**config.mk**
```make
export PLATFORM = sky130hd
export DESIGN_NAME = multicycle_sequencer_flat
export DESIGN_NICKNAME = d
export VERILOG_FILES = /design/src/rtl/multicycle_sequencer_if.sv /design/src/rtl/multicycle_sequencer.sv /design/src/flat_wrapper.sv
export SDC_FILE = /design/constraint.sdc
export NUM_CORES = 1
export LEC_CHECK = 0
export BUFFER_PORTS_ARGS = -buffer_cell sky130_fd_sc_hd__buf_2
export CORE_ASPECT_RATIO = 0.75
export CORE_MARGIN = 5
export CORE_UTILIZATION = 44
export CTS_BUF_LIST = sky130_fd_sc_hd__clkbuf_8
export CTS_CLUSTER_DIAMETER = 40
export DETAILED_ROUTE_END_ITERATION = 16
export GPL_ROUTABILITY_DRIVEN = 0
export GPL_TIMING_DRIVEN = 0
export PLACE_DENSITY = 0.8
export SYNTH_ARGS = -nofsm -noshare
export SYNTH_HDL_FRONTEND = slang
export SYNTH_SLANG_ARGS = --single-unit
```
**constraint.sdc**
```tcl
create_clock -name clk -period 2.4 [get_ports clk]
set_clock_uncertainty 0.15 [all_clocks]
set_input_delay 0.48 -clock clk [delete_from_list [all_inputs] [get_ports clk]]
set_output_delay 0.48 -clock clk [all_outputs]
set_load 0.05 [all_outputs]
```
**src/rtl/multicycle_sequencer_if.sv**
```systemverilog
// multicycle_sequencer_if: instruction and data memory handshakes for the
// multicycle sequencer. The sequencer is the master; the memories are the slave.
interface multicycle_sequencer_if #(
  parameter int XLEN = 32
);
  logic            imem_req;
  logic [XLEN-1:0] imem_addr;
  logic            imem_ready;
  logic [31:0]     imem_rdata;
  logic            dmem_req;
  logic            dmem_we;
  logic            dmem_ready;

  modport master (
    output imem_req, imem_addr, dmem_req, dmem_we,
    input  imem_ready, imem_rdata, dmem_ready
  );

  modport slave (
    input  imem_req, imem_addr, dmem_req, dmem_we,
    output imem_ready, imem_rdata, dmem_ready
  );
endinterface

```
**src/rtl/multicycle_sequencer.sv**
```systemverilog
// multicycle_sequencer: steps each instruction through FETCH/DECODE/EXECUTE/
// MEM/WB, owns the PC and IR, and drives the datapath enables. Memory accesses
// use valid/ready handshakes, so wait states simply hold the current state.
// Optional feature macro: MC_PERF_COUNTERS_EN adds perf_cycle/perf_instret.
module multicycle_sequencer #(
  parameter int              XLEN         = 32,
  parameter logic [XLEN-1:0] RESET_VECTOR = '0
) (
  input  logic                   clk,
  input  logic                   reset,
  multicycle_sequencer_if.master mem,
  output logic [31:0]            instr,
  output logic [XLEN-1:0]        pc,
  output logic [XLEN-1:0]        pc_plus4,
  input  logic [XLEN-1:0]        alu_res,
  input  logic                   branch_taken,
  output logic                   ru_wr,
  output logic                   retire,
  output logic                   halted,
  output logic                   trap,
  output logic [2:0]             state
`ifdef MC_PERF_COUNTERS_EN
  ,
  output logic [63:0]            perf_cycle,
  output logic [63:0]            perf_instret
`endif
);

  typedef enum logic [2:0] {
    S_FETCH   = 3'd0,
    S_DECODE  = 3'd1,
    S_EXECUTE = 3'd2,
    S_MEM     = 3'd3,
    S_WB      = 3'd4,
    S_HALT    = 3'd5,
    S_TRAP    = 3'd6
  } state_e;

  localparam logic [6:0] OPC_LOAD   = 7'b0000011;
  localparam logic [6:0] OPC_STORE  = 7'b0100011;
  localparam logic [6:0] OPC_BRANCH = 7'b1100011;
  localparam logic [6:0] OPC_JAL    = 7'b1101111;
  localparam logic [6:0] OPC_JALR   = 7'b1100111;
  localparam logic [6:0] OPC_OP     = 7'b0110011;
  localparam logic [6:0] OPC_OPIMM  = 7'b0010011;
  localparam logic [6:0] OPC_LUI    = 7'b0110111;
  localparam logic [6:0] OPC_AUIPC  = 7'b0010111;
  localparam logic [6:0] OPC_SYSTEM = 7'b1110011;

  localparam logic [31:0]     IR_NOP  = 32'h0000_0013;
  localparam logic [XLEN-1:0] PC_STEP = XLEN'(4);

  state_e          state_q, state_d;
  logic [XLEN-1:0] pc_q, pc_d, jump_target;
  logic [31:0]     ir_q;
  logic            pc_load, ir_load;
  logic            imem_req_c, dmem_req_c, dmem_we_c;
  logic [6:0]      opcode;
  logic            is_load, is_store, is_branch, is_jal, is_jalr, is_system;
  logic            opc_legal, sys_halt, rd_nonzero, br_bad, jump_bad;

  // Instruction classification works straight off the IR, which is stable
  // from DECODE until the next FETCH completes.
  assign opcode      = ir_q[6:0];
  assign is_load     = (opcode == OPC_LOAD);
  assign is_store    = (opcode == OPC_STORE);
  assign is_branch   = (opcode == OPC_BRANCH);
  assign is_jal      = (opcode == OPC_JAL);
  assign is_jalr     = (opcode == OPC_JALR);
  assign is_system   = (opcode == OPC_SYSTEM);
  assign opc_legal   = is_load | is_store | is_branch | is_jal | is_jalr | is_system |
                       (opcode == OPC_OP) | (opcode == OPC_OPIMM) |
                       (opcode == OPC_LUI) | (opcode == OPC_AUIPC);
  assign sys_halt    = (ir_q[31:7] == 25'h0000000) || (ir_q[31:7] == 25'h0002000);
  assign rd_nonzero  = (ir_q[11:7] != 5'd0);
  assign br_bad      = branch_taken && (alu_res[1:0] != 2'b00);
  assign jump_target = is_jalr ? {alu_res[XLEN-1:1], 1'b0} : alu_res;
  assign jump_bad    = (is_jal || is_jalr) && jump_target[1];

  assign pc_plus4      = pc_q + PC_STEP;
  assign pc            = pc_q;
  assign instr         = ir_q;
  assign state         = state_q;
  assign halted        = (state_q == S_HALT);
  assign trap          = (state_q == S_TRAP);
  assign mem.imem_req  = imem_req_c;
  assign mem.imem_addr = pc_q;
  assign mem.dmem_req  = dmem_req_c;
  assign mem.dmem_we   = dmem_we_c;

  // State register; reset aborts whatever instruction is in flight.
  always_ff @(posedge clk or negedge reset) begin
    if (!reset) state_q <= S_FETCH;
    else        state_q <= state_d;
  end

  // Next-state logic: wait states hold FETCH/MEM, HALT and TRAP are terminal.
  always_comb begin
    state_d = state_q;
    case (state_q)
      S_FETCH:   if (mem.imem_ready) state_d = S_DECODE;
      S_DECODE:  state_d = opc_legal ? S_EXECUTE : S_TRAP;
      S_EXECUTE: begin
        if (is_load || is_store) state_d = S_MEM;
        else if (is_branch)      state_d = br_bad ? S_TRAP : S_FETCH;
        else if (is_system)      state_d = sys_halt ? S_HALT : S_TRAP;
        else                     state_d = S_WB;
      end
      S_MEM:     if (mem.dmem_ready) state_d = is_store ? S_FETCH : S_WB;
      S_WB:      state_d = jump_bad ? S_TRAP : S_FETCH;
      default:   state_d = state_q;
    endcase
  end

  // Output logic: memory requests, write/retire strobes and PC/IR load enables.
  always_comb begin
    imem_req_c = 1'b0;
    dmem_req_c = 1'b0;
    dmem_we_c  = 1'b0;
    ru_wr      = 1'b0;
    retire     = 1'b0;
    ir_load    = 1'b0;
    pc_load    = 1'b0;
    pc_d       = pc_plus4;
    case (state_q)
      S_FETCH: begin
        imem_req_c = 1'b1;
        ir_load    = mem.imem_ready;
      end
      S_EXECUTE: begin
        if (is_branch && !br_bad) begin
          retire  = 1'b1;
          pc_load = 1'b1;
          pc_d    = branch_taken ? alu_res : pc_plus4;
        end else if (is_system && sys_halt) begin
          retire = 1'b1;
        end
      end
      S_MEM: begin
        dmem_req_c = 1'b1;
        dmem_we_c  = is_store;
        if (mem.dmem_ready && is_store) begin
          retire  = 1'b1;
          pc_load = 1'b1;
        end
      end
      S_WB: begin
        if (!jump_bad) begin
          ru_wr   = rd_nonzero;
          retire  = 1'b1;
          pc_load = 1'b1;
          if (is_jal || is_jalr) pc_d = jump_target;
        end
      end
      default: ;
    endcase
  end

  // PC and IR registers; the IR resets to a NOP so the decoder sees a legal word.
  always_ff @(posedge clk or negedge reset) begin
    if (!reset) begin
      pc_q <= RESET_VECTOR;
      ir_q <= IR_NOP;
    end else begin
      if (ir_load) ir_q <= mem.imem_rdata;
      if (pc_load) pc_q <= pc_d;
    end
  end

`ifdef MC_PERF_COUNTERS_EN
  // Cycle counter runs until a terminal state; instret counts retire pulses.
  always_ff @(posedge clk or negedge reset) begin
    if (!reset) begin
      perf_cycle   <= 64'd0;
      perf_instret <= 64'd0;
    end else begin
      if (!halted && !trap) perf_cycle <= perf_cycle + 64'd1;
      if (retire)           perf_instret <= perf_instret + 64'd1;
    end
  end
`endif

endmodule

```
**src/flat_wrapper.sv**
```systemverilog
// flat-port wrapper written by rule: the top's interface ports become plain ports
module multicycle_sequencer_flat 
#(
  parameter int              XLEN         = 32,
  parameter logic [XLEN-1:0] RESET_VECTOR = '0
)
  (clk, reset, instr, pc, pc_plus4, alu_res, branch_taken, ru_wr, retire, halted, trap, state, mem_imem_req, mem_imem_addr, mem_dmem_req, mem_dmem_we, mem_imem_ready, mem_imem_rdata, mem_dmem_ready);
  multicycle_sequencer_if #(.XLEN(XLEN)) mem_i ();
  input  logic clk;
  input  logic reset;
  output logic [31:0] instr;
  output logic [XLEN-1:0] pc;
  output logic [XLEN-1:0] pc_plus4;
  input  logic [XLEN-1:0] alu_res;
  input  logic branch_taken;
  output logic ru_wr;
  output logic retire;
  output logic halted;
  output logic trap;
  output logic [2:0] state;
  output wire logic [$bits(mem_i.imem_req)-1:0] mem_imem_req;
  output wire logic [$bits(mem_i.imem_addr)-1:0] mem_imem_addr;
  output wire logic [$bits(mem_i.dmem_req)-1:0] mem_dmem_req;
  output wire logic [$bits(mem_i.dmem_we)-1:0] mem_dmem_we;
  input wire logic [$bits(mem_i.imem_ready)-1:0] mem_imem_ready;
  input wire logic [$bits(mem_i.imem_rdata)-1:0] mem_imem_rdata;
  input wire logic [$bits(mem_i.dmem_ready)-1:0] mem_dmem_ready;
  assign mem_imem_req = mem_i.imem_req;
  assign mem_imem_addr = mem_i.imem_addr;
  assign mem_dmem_req = mem_i.dmem_req;
  assign mem_dmem_we = mem_i.dmem_we;
  assign mem_i.imem_ready = mem_imem_ready;
  assign mem_i.imem_rdata = mem_imem_rdata;
  assign mem_i.dmem_ready = mem_dmem_ready;
  multicycle_sequencer #(.XLEN(XLEN), .RESET_VECTOR(RESET_VECTOR)) u_core (.clk(clk), .reset(reset), .mem(mem_i), .instr(instr), .pc(pc), .pc_plus4(pc_plus4), .alu_res(alu_res), .branch_taken(branch_taken), .ru_wr(ru_wr), .retire(retire), .halted(halted), .trap(trap), .state(state));
endmodule
```
==> results.tsv, run 1 <==
metric	value	unit
status	finished, violations left	
violations	negative setup slack	
syn_to_final_growth	85.7	%
track_usage	28.6	%
finalCritPeriodShare	123	%
drive_gt1_share	70.1	%
worst_setup_path_end_kind	output port	
cts_tree	built	
ys_warn_count	0	
reg2regPathDepth	8	
regArea	1710	µm²
ff2ff_setup_slack	-0.11	ns
syn_nets	516	
crit_path_cell_trace	nand4_1 > or4_4 > or4_4 > nand2_4 > buf_8	
p_leak	3.80	nW
synth_seq_area_share	39.3	%
ys.flop_type	dfrtp_1	
wl_per_cell	23.3	µm
first_global_vias	4992	
setup_tns	-11.78	ns
vias	5425	
worst_hold_path_type	in2async	
crit_top_cell	or4_4	
syn_area	4280	µm²
grtUsageMet3	7.06	%
crit_buf_inv	1	
crit_fanout	5	
multi_input_area	3110	µm²
cts_buffers	9	
r2r_end	u_core.mem.imem_addr[7]	
io_buffers	206	
dp_slack	-0.525	ns
ant_nets	0	
syn_area_per_cell	9.60	µm²
cts.sinks	67	
postRouteWirelength	21.0	mm
arrival	2.33	ns
antenna_found_initial	0	
firstDrtPassIters	5	
gr-usage-met2	46.1	%
relSlewSlack	38.6	%
grt_remaining_overflow	0	
hold_ws	0.0683	ns
rows	31	
rsz0062_at_grt	yes	
timing.fmax	0.338	GHz
routed_via_density	6.02	
dieWidth	124	µm
clkTransAtPathRegs	0.09	ns
cts_hold_buf	0	
finalSetupViolCount	56	
design_area	7950	µm²
cpMaxStageDelayCell	or4_4	
critPathTopFamily	simple AND/OR/NAND/NOR gates	
crit_required	1.77	ns
core_area	9580	µm²
die_h	95.4	µm
crit_type	reg2out	
synth_edf_count	0	
nets	834	
layout_min_cycle_time	2.96	ns
synth.distinct_cells	56	
synth_seq_cells	67	
synthCells	446	
root_buffer	clkbuf_8	
clock_path_buffers	2	
drc	0	
peakVddDrop	0.00104	V
grt_max_degree	68	
critPathLaunchType	flop	
grt_pass1_wl	26.3	mm
post_dp_cell_area	6040	µm²
die_area	11800	µm²
dpl.hpwl	11.0	mm
busiest_layer	met2	
start_util	44.7	%
p_per_area	1660	nW/µm²
met1_usage	37.5	%
num_antenna_cells	0	
worstMarginPinSlew	0.921	ns
r2r-start	u_core.state[0]	
fin_ws	-0.560	ns
drv_slew	0	
clk-insertion-delay-late	0.37	ns
drt-initial-drc-count	706	
htree_levels	3	
async_reset_ff_share	100	%
num_io_pins	207	
critPathMaxStageDelay	0.57	ns
dp_cells	784	
stdcell_count	901	
cap_violations	0	
fillCellCount	501	
final_hold_viol_count	0	
power breakdown:
part	switching [mW]	internal [mW]
Combinational	6.25	3.38
Sequential	0.768	1.70
Clock	0.492	0.583
Total	7.51	5.66
kinds of logic (layout without fill, tap and decap cells):
logic type	count (synthesis)	count (layout)	share of synthesized area, %
adders and majority gates	1	1	0.292
AOI/OAI and AO/OA	80	80	12.7
DFF	67	67	39.3
xor gates and xnor gates	26	26	5.32
buffers and inverters	71	394	9.44
muxes	57	57	14.4
and+or+nand+nor	144	144	18.6
sequential cells by signal, summed over array words and instances, names as in the netlist:
signal                count
u_core.instr             32
u_core.state              3
u_core.mem.imem_addr     32
per-layer routing:
layer  share of wire, %  vias up  routed length (µm)
met5                  0        -                   0
met4                6.3        0                1330
met3                 11      143                2320
met2                 47      461                9840
met1                 36     2581                7510
li1                   -     2240                   -
worst reg2reg max path: stages, from the launching register on:
cell	delay [ns]
dfrtp_2	0.42
buf_6	0.13
or4b_4	0.48
o31a_1	0.31
a21o_4	0.24
buf_12	0.16
buf_12	0.15
mux2i_1	0.23
o21ai_1	0.13
metrics by stage:
stage | power (mW) | util, %
after global placement | 9.85 | 63.0
final | 13.2 | 83.0
after detailed placement | 9.97 | 63.1
after CTS | 12.0 | 75.0
after floorplan | 8.29 | -
after global routing | 13.6 | 83.0
cells in the mapped netlist (15+ instances only):
cell | number | area, µm²
mux2i_1 | 21 | 210
o21ai_0 | 16 | 80.1
nor3_1 | 15 | 75.1
a21oi_1 | 18 | 90.1
mux2_2 | 36 | 405
dfrtp_1 | 64 | 1600
nand3_1 | 21 | 105
nand2_1 | 21 | 78.8
xnor2_1 | 18 | 158
buf_4 | 34 | 255
nor2_1 | 29 | 109
cell usage in the layout, fill, tap and decap left out, types with 9 or more instances in the layout:
cell and count:
inv_1 13, dfrtp_2 25, mux2_2 36, nand3_1 9, mux2i_1 19, buf_2 179
dfrtp_1 39, clkbuf_8 13, buf_4 112, nand2_1 16, nor3_1 10, o21ai_1 9
nor2_1 20, nand3_4 11, buf_6 47, nand4_1 13, xnor2_4 10
cell type report:
type	instances	area share [%]
clock buffers	9	1.56
clock inverters	7	1.18
repair buffers	310	27.4
inverters	13	0.614
flip-flops and latches	67	21.5
multi-input cells	308	39.2
plain buffers	55	6.49
well taps	132	2.08
repair_timing:
| action | 4_1_cts | 5_1_grt |
|---|---|---|
| hold endpoints to repair | 0 | 0 |
| buffers inserted | 63 | 40 |
| setup endpoints to repair | 60 | 58 |
| gates cloned | 0 | 5 |
| gates resized for setup | 120 | 101 |
| pin swaps | 23 | 49 |
how the worst max path moves through the flow:
| stage | startpoint | to | slack (ns) | depth (start not counted) |
|---|---|---|---|---|
| after floorplan | u_core.mem.imem_addr[5] | pc_plus4[27] | -0.32 | 7 |
| after global placement | u_core.mem.imem_addr[9] | pc_plus4[24] | -0.48 | 5 |
| after detailed placement | u_core.mem.imem_addr[9] | pc_plus4[24] | -0.52 | 5 |
| after CTS | u_core.mem.imem_addr[10] | pc_plus4[29] | -0.51 | 6 |
| after global routing | u_core.mem.imem_addr[3] | pc_plus4[29] | -0.61 | 6 |
| final | u_core.mem.imem_addr[8] | pc_plus4[29] | -0.56 | 5 |
Power figures use the tool's default switching activity.
==> inputs of run 2 (changes only) <==
--- a/config.mk
+++ b/config.mk
@@ -5,16 +5,19 @@
 export SDC_FILE = /design/constraint.sdc
 export NUM_CORES = 1
 export LEC_CHECK = 0
+export ABC_AREA = 1
 export BUFFER_PORTS_ARGS = -buffer_cell sky130_fd_sc_hd__buf_2
+export CELL_PAD_IN_SITES_DETAIL_PLACEMENT = 0
+export CELL_PAD_IN_SITES_GLOBAL_PLACEMENT = 1
 export CORE_ASPECT_RATIO = 0.75
 export CORE_MARGIN = 5
-export CORE_UTILIZATION = 44
+export CORE_UTILIZATION = 30
 export CTS_BUF_LIST = sky130_fd_sc_hd__clkbuf_8
 export CTS_CLUSTER_DIAMETER = 40
 export DETAILED_ROUTE_END_ITERATION = 16
 export GPL_ROUTABILITY_DRIVEN = 0
 export GPL_TIMING_DRIVEN = 0
-export PLACE_DENSITY = 0.8
+export PLACE_DENSITY_LB_ADDON = 0.1
 export SYNTH_ARGS = -nofsm -noshare
 export SYNTH_HDL_FRONTEND = slang
 export SYNTH_SLANG_ARGS = --single-unit
==> results.tsv, run 2 <==
metric	value	unit
syn_nets	779	
grt_pass1_wl	28.8	mm
synth.distinct_cells	33	
switching_share	26.1	%
fin_ws	-0.0668	ns
track_usage	19.6	%
grt_max_degree	37	
core_area	15900	µm²
design_area	7810	µm²
critPathLaunchType	flop	
synthTopCellsByCount	214 x nand2_1, 130 x nor2_1, 83 x inv_1	
worst_setup_path_end_kind	output port	
rows	40	
post_dp_cell_area	6260	µm²
async_reset_ff_share	100	%
htree_levels	3	
worst_hold_path_type	in2reg	
met1_usage	28.1	%
grt_remaining_overflow	0	
nets	1064	
ant_nets	0	
dp_slack	-0.173	ns
layout_common_cells	177 x buf_2, 164 x nand2_1, 106 x buf_4, 92 x nor2_1, 64 x inv_1	
drt-initial-drc-count	273	
crit_required	1.77	ns
rsz0062_at_grt	yes	
worst-path-stages	9	
gr-usage-met2	30.5	%
critPathTopFamily	simple AND/OR/NAND/NOR gates	
clk-insertion-delay-late	0.38	ns
synth_edf_count	0	
final_hold_viol_count	0	
intPower	1.66	mW
firstDrtPassIters	5	
drive_gt1_share	54.8	%
p_per_area	288	nW/µm²
drv_slew	0	
stdcell_count	1209	
finalCritPeriodShare	103	%
routed_via_density	4.59	
setup_tns	-0.407	ns
p_comb_share	4.4	%
seqPwrFrac	50.1	%
dp_cells	1126	
holdPathStages	2	
die_h	120	µm
wl_per_cell	15.3	µm
yosysTopAreaCell	dfrtp_1	
busiest_layer	met2	
synth.area.top_cells	dfrtp_1 33%, nand2_1 17%, nor2_1 10%	
reg2regPathDepth	11	
relSlewSlack	66.3	%
start_util	30.2	%
first_global_vias	5325	
crit_path_cell_trace	nand2_2 > nor2_4 > nand2_2 > nor2_4 > nand2_2 > nand2_2 > nand2_4 > clkinvlp_4 > buf_8	
ys_warn_count	0	
postRouteWirelength	18.5	mm
dieWidth	156	µm
arrival	1.84	ns
crit_type	reg2out	
worstMarginPinSlew	0.506	ns
ys.flop_type	dfrtp_1	
cpMaxStageDelayCell	dfrtp_1	
p_leak	4.16	nW
synthCells	709	
crit_top_cell	nand2_2	
timing.fmax	0.405	GHz
status	finished, violations left	
cts_buffers	9	
clock_path_buffers	2	
root_buffer	clkbuf_8	
num_io_pins	207	
synth_seq_area_share	35.0	%
io_buffers	206	
crit_fanout	3	
syn_area_per_cell	6.77	µm²
syn_area	4800	µm²
cap_violations	0	
violations	negative setup slack	
yosys.area.top_type_share	33.4	%
cts_tree	built	
peakVddDrop	0.000217	V
synth_seq_cells	67	
pwr-share-clk	45.6	%
antenna_found_initial	0	
die_area	18700	µm²
finalSetupViolCount	10	
cts.sinks	67	
dpl.hpwl	13.7	mm
synth_most_common_cell	nand2_1	
grtUsageMet3	4.00	%
critPathMaxStageDelay	0.45	ns
clkTransAtPathRegs	0.09	ns
fillCellCount	1624	
crit_buf_inv	2	
p_total	2.25	mW
p_sw	0.588	mW
layout_min_cycle_time	2.47	ns
fin_util	49.2	%
syn_to_final_growth	62.8	%
vias	5551	
drc	0	
hold_ws	0.185	ns
layout_commonest_cell	buf_2	
num_antenna_cells	0	
[run 2: changes by cell type in the layout (fill, tap and decap cells not counted), moves of 15 or more]
cell     delta
nand2_2    +41
buf_6      -25
inv_1      +51
nor2_1     +72
nor2_2     +15
nand3_1    +54
nor2_4     +21
mux2i_1    -19
inv_2      +15
nand2_1   +148
[run 2: power groups by stage]
stage / registers, mW / clock network (mW) / logic, mW
final: 1.13 / 1.03 / 0.0982
after global routing: 1.13 / 1.12 / 0.111
after CTS: 1.13 / 1.07 / 0.101
after detailed placement: 1.15 / 0 / 0.0991
after global placement: 1.15 / 0 / 0.0929
after floorplan: 1.15 / 0 / 0.00830
[run 2: path summary, 6_finish.rpt]
kind / from / to / slack [ns]
worst min register to register: u_core.instr[20] / u_core.instr[20] / 0.37
worst max-delay path: u_core.mem.imem_addr[13] / pc_plus4[26] / -0.07
worst max register to register: u_core.instr[1] / u_core.mem.imem_addr[18] / 0.22
worst min-delay path: mem_imem_rdata[20] / u_core.instr[20] / 0.19
max in group asynchronous: reset / u_core.mem.imem_addr[22] / 1.04
min in group asynchronous: reset / u_core.state[2] / 0.48
[run 2: worst reg2reg max path, cell delays in order (launching register included)]
cell and delay [ns]:
dfstp_2 0.54, nand2_2 0.07, inv_4 0.10, nand2_4 0.07, buf_4 0.14, nor2_2 0.18, nand4_4 0.23, nand2_2 0.17
buf_4 0.22, nor2_1 0.07, nor2_1 0.10, nor2_1 0.05
[run 2: kinds of logic after synthesis]
family | share of synthesized area, %
xor gates and xnor gates | 1.10
muxes | 7.04
DFF | 35.0
buffers and inverters | 15.0
and+or+nand+nor | 39.6
AOI/OAI and AO/OA | 2.06
adders and majority gates | 0.261
[run 2: per-layer routing]
layer	wire length, µm	up-vias
li1	-	2731
met3	1180	19
met2	8430	168
met5	0	-
met4	224	0
met1	8700	2633
[run 2: cell type report]
type / count / area (µm²) / share of cell area (%)
Buffer: 50 / 390 / 5.00
Clock buffer: 9 / 124 / 1.59
Clock inverter: 7 / 76.3 / 0.977
Inverter: 89 / 367 / 4.69
Multi-Input combinational cell: 502 / 3040 / 38.9
Sequential cell: 67 / 1710 / 21.9
Tap cell: 210 / 263 / 3.36
Timing Repair Buffer: 275 / 1840 / 23.5
[run 2: what timing repair did]
item | 4_1_cts | 5_1_grt
setup buffers | 51 | 17
pin swaps | 25 | 32
endpoints found under the setup margin | 28 | 31
resized for setup | 165 | 106
hold buffers | 1 | 0
hold endpoints to repair | 32 | 0
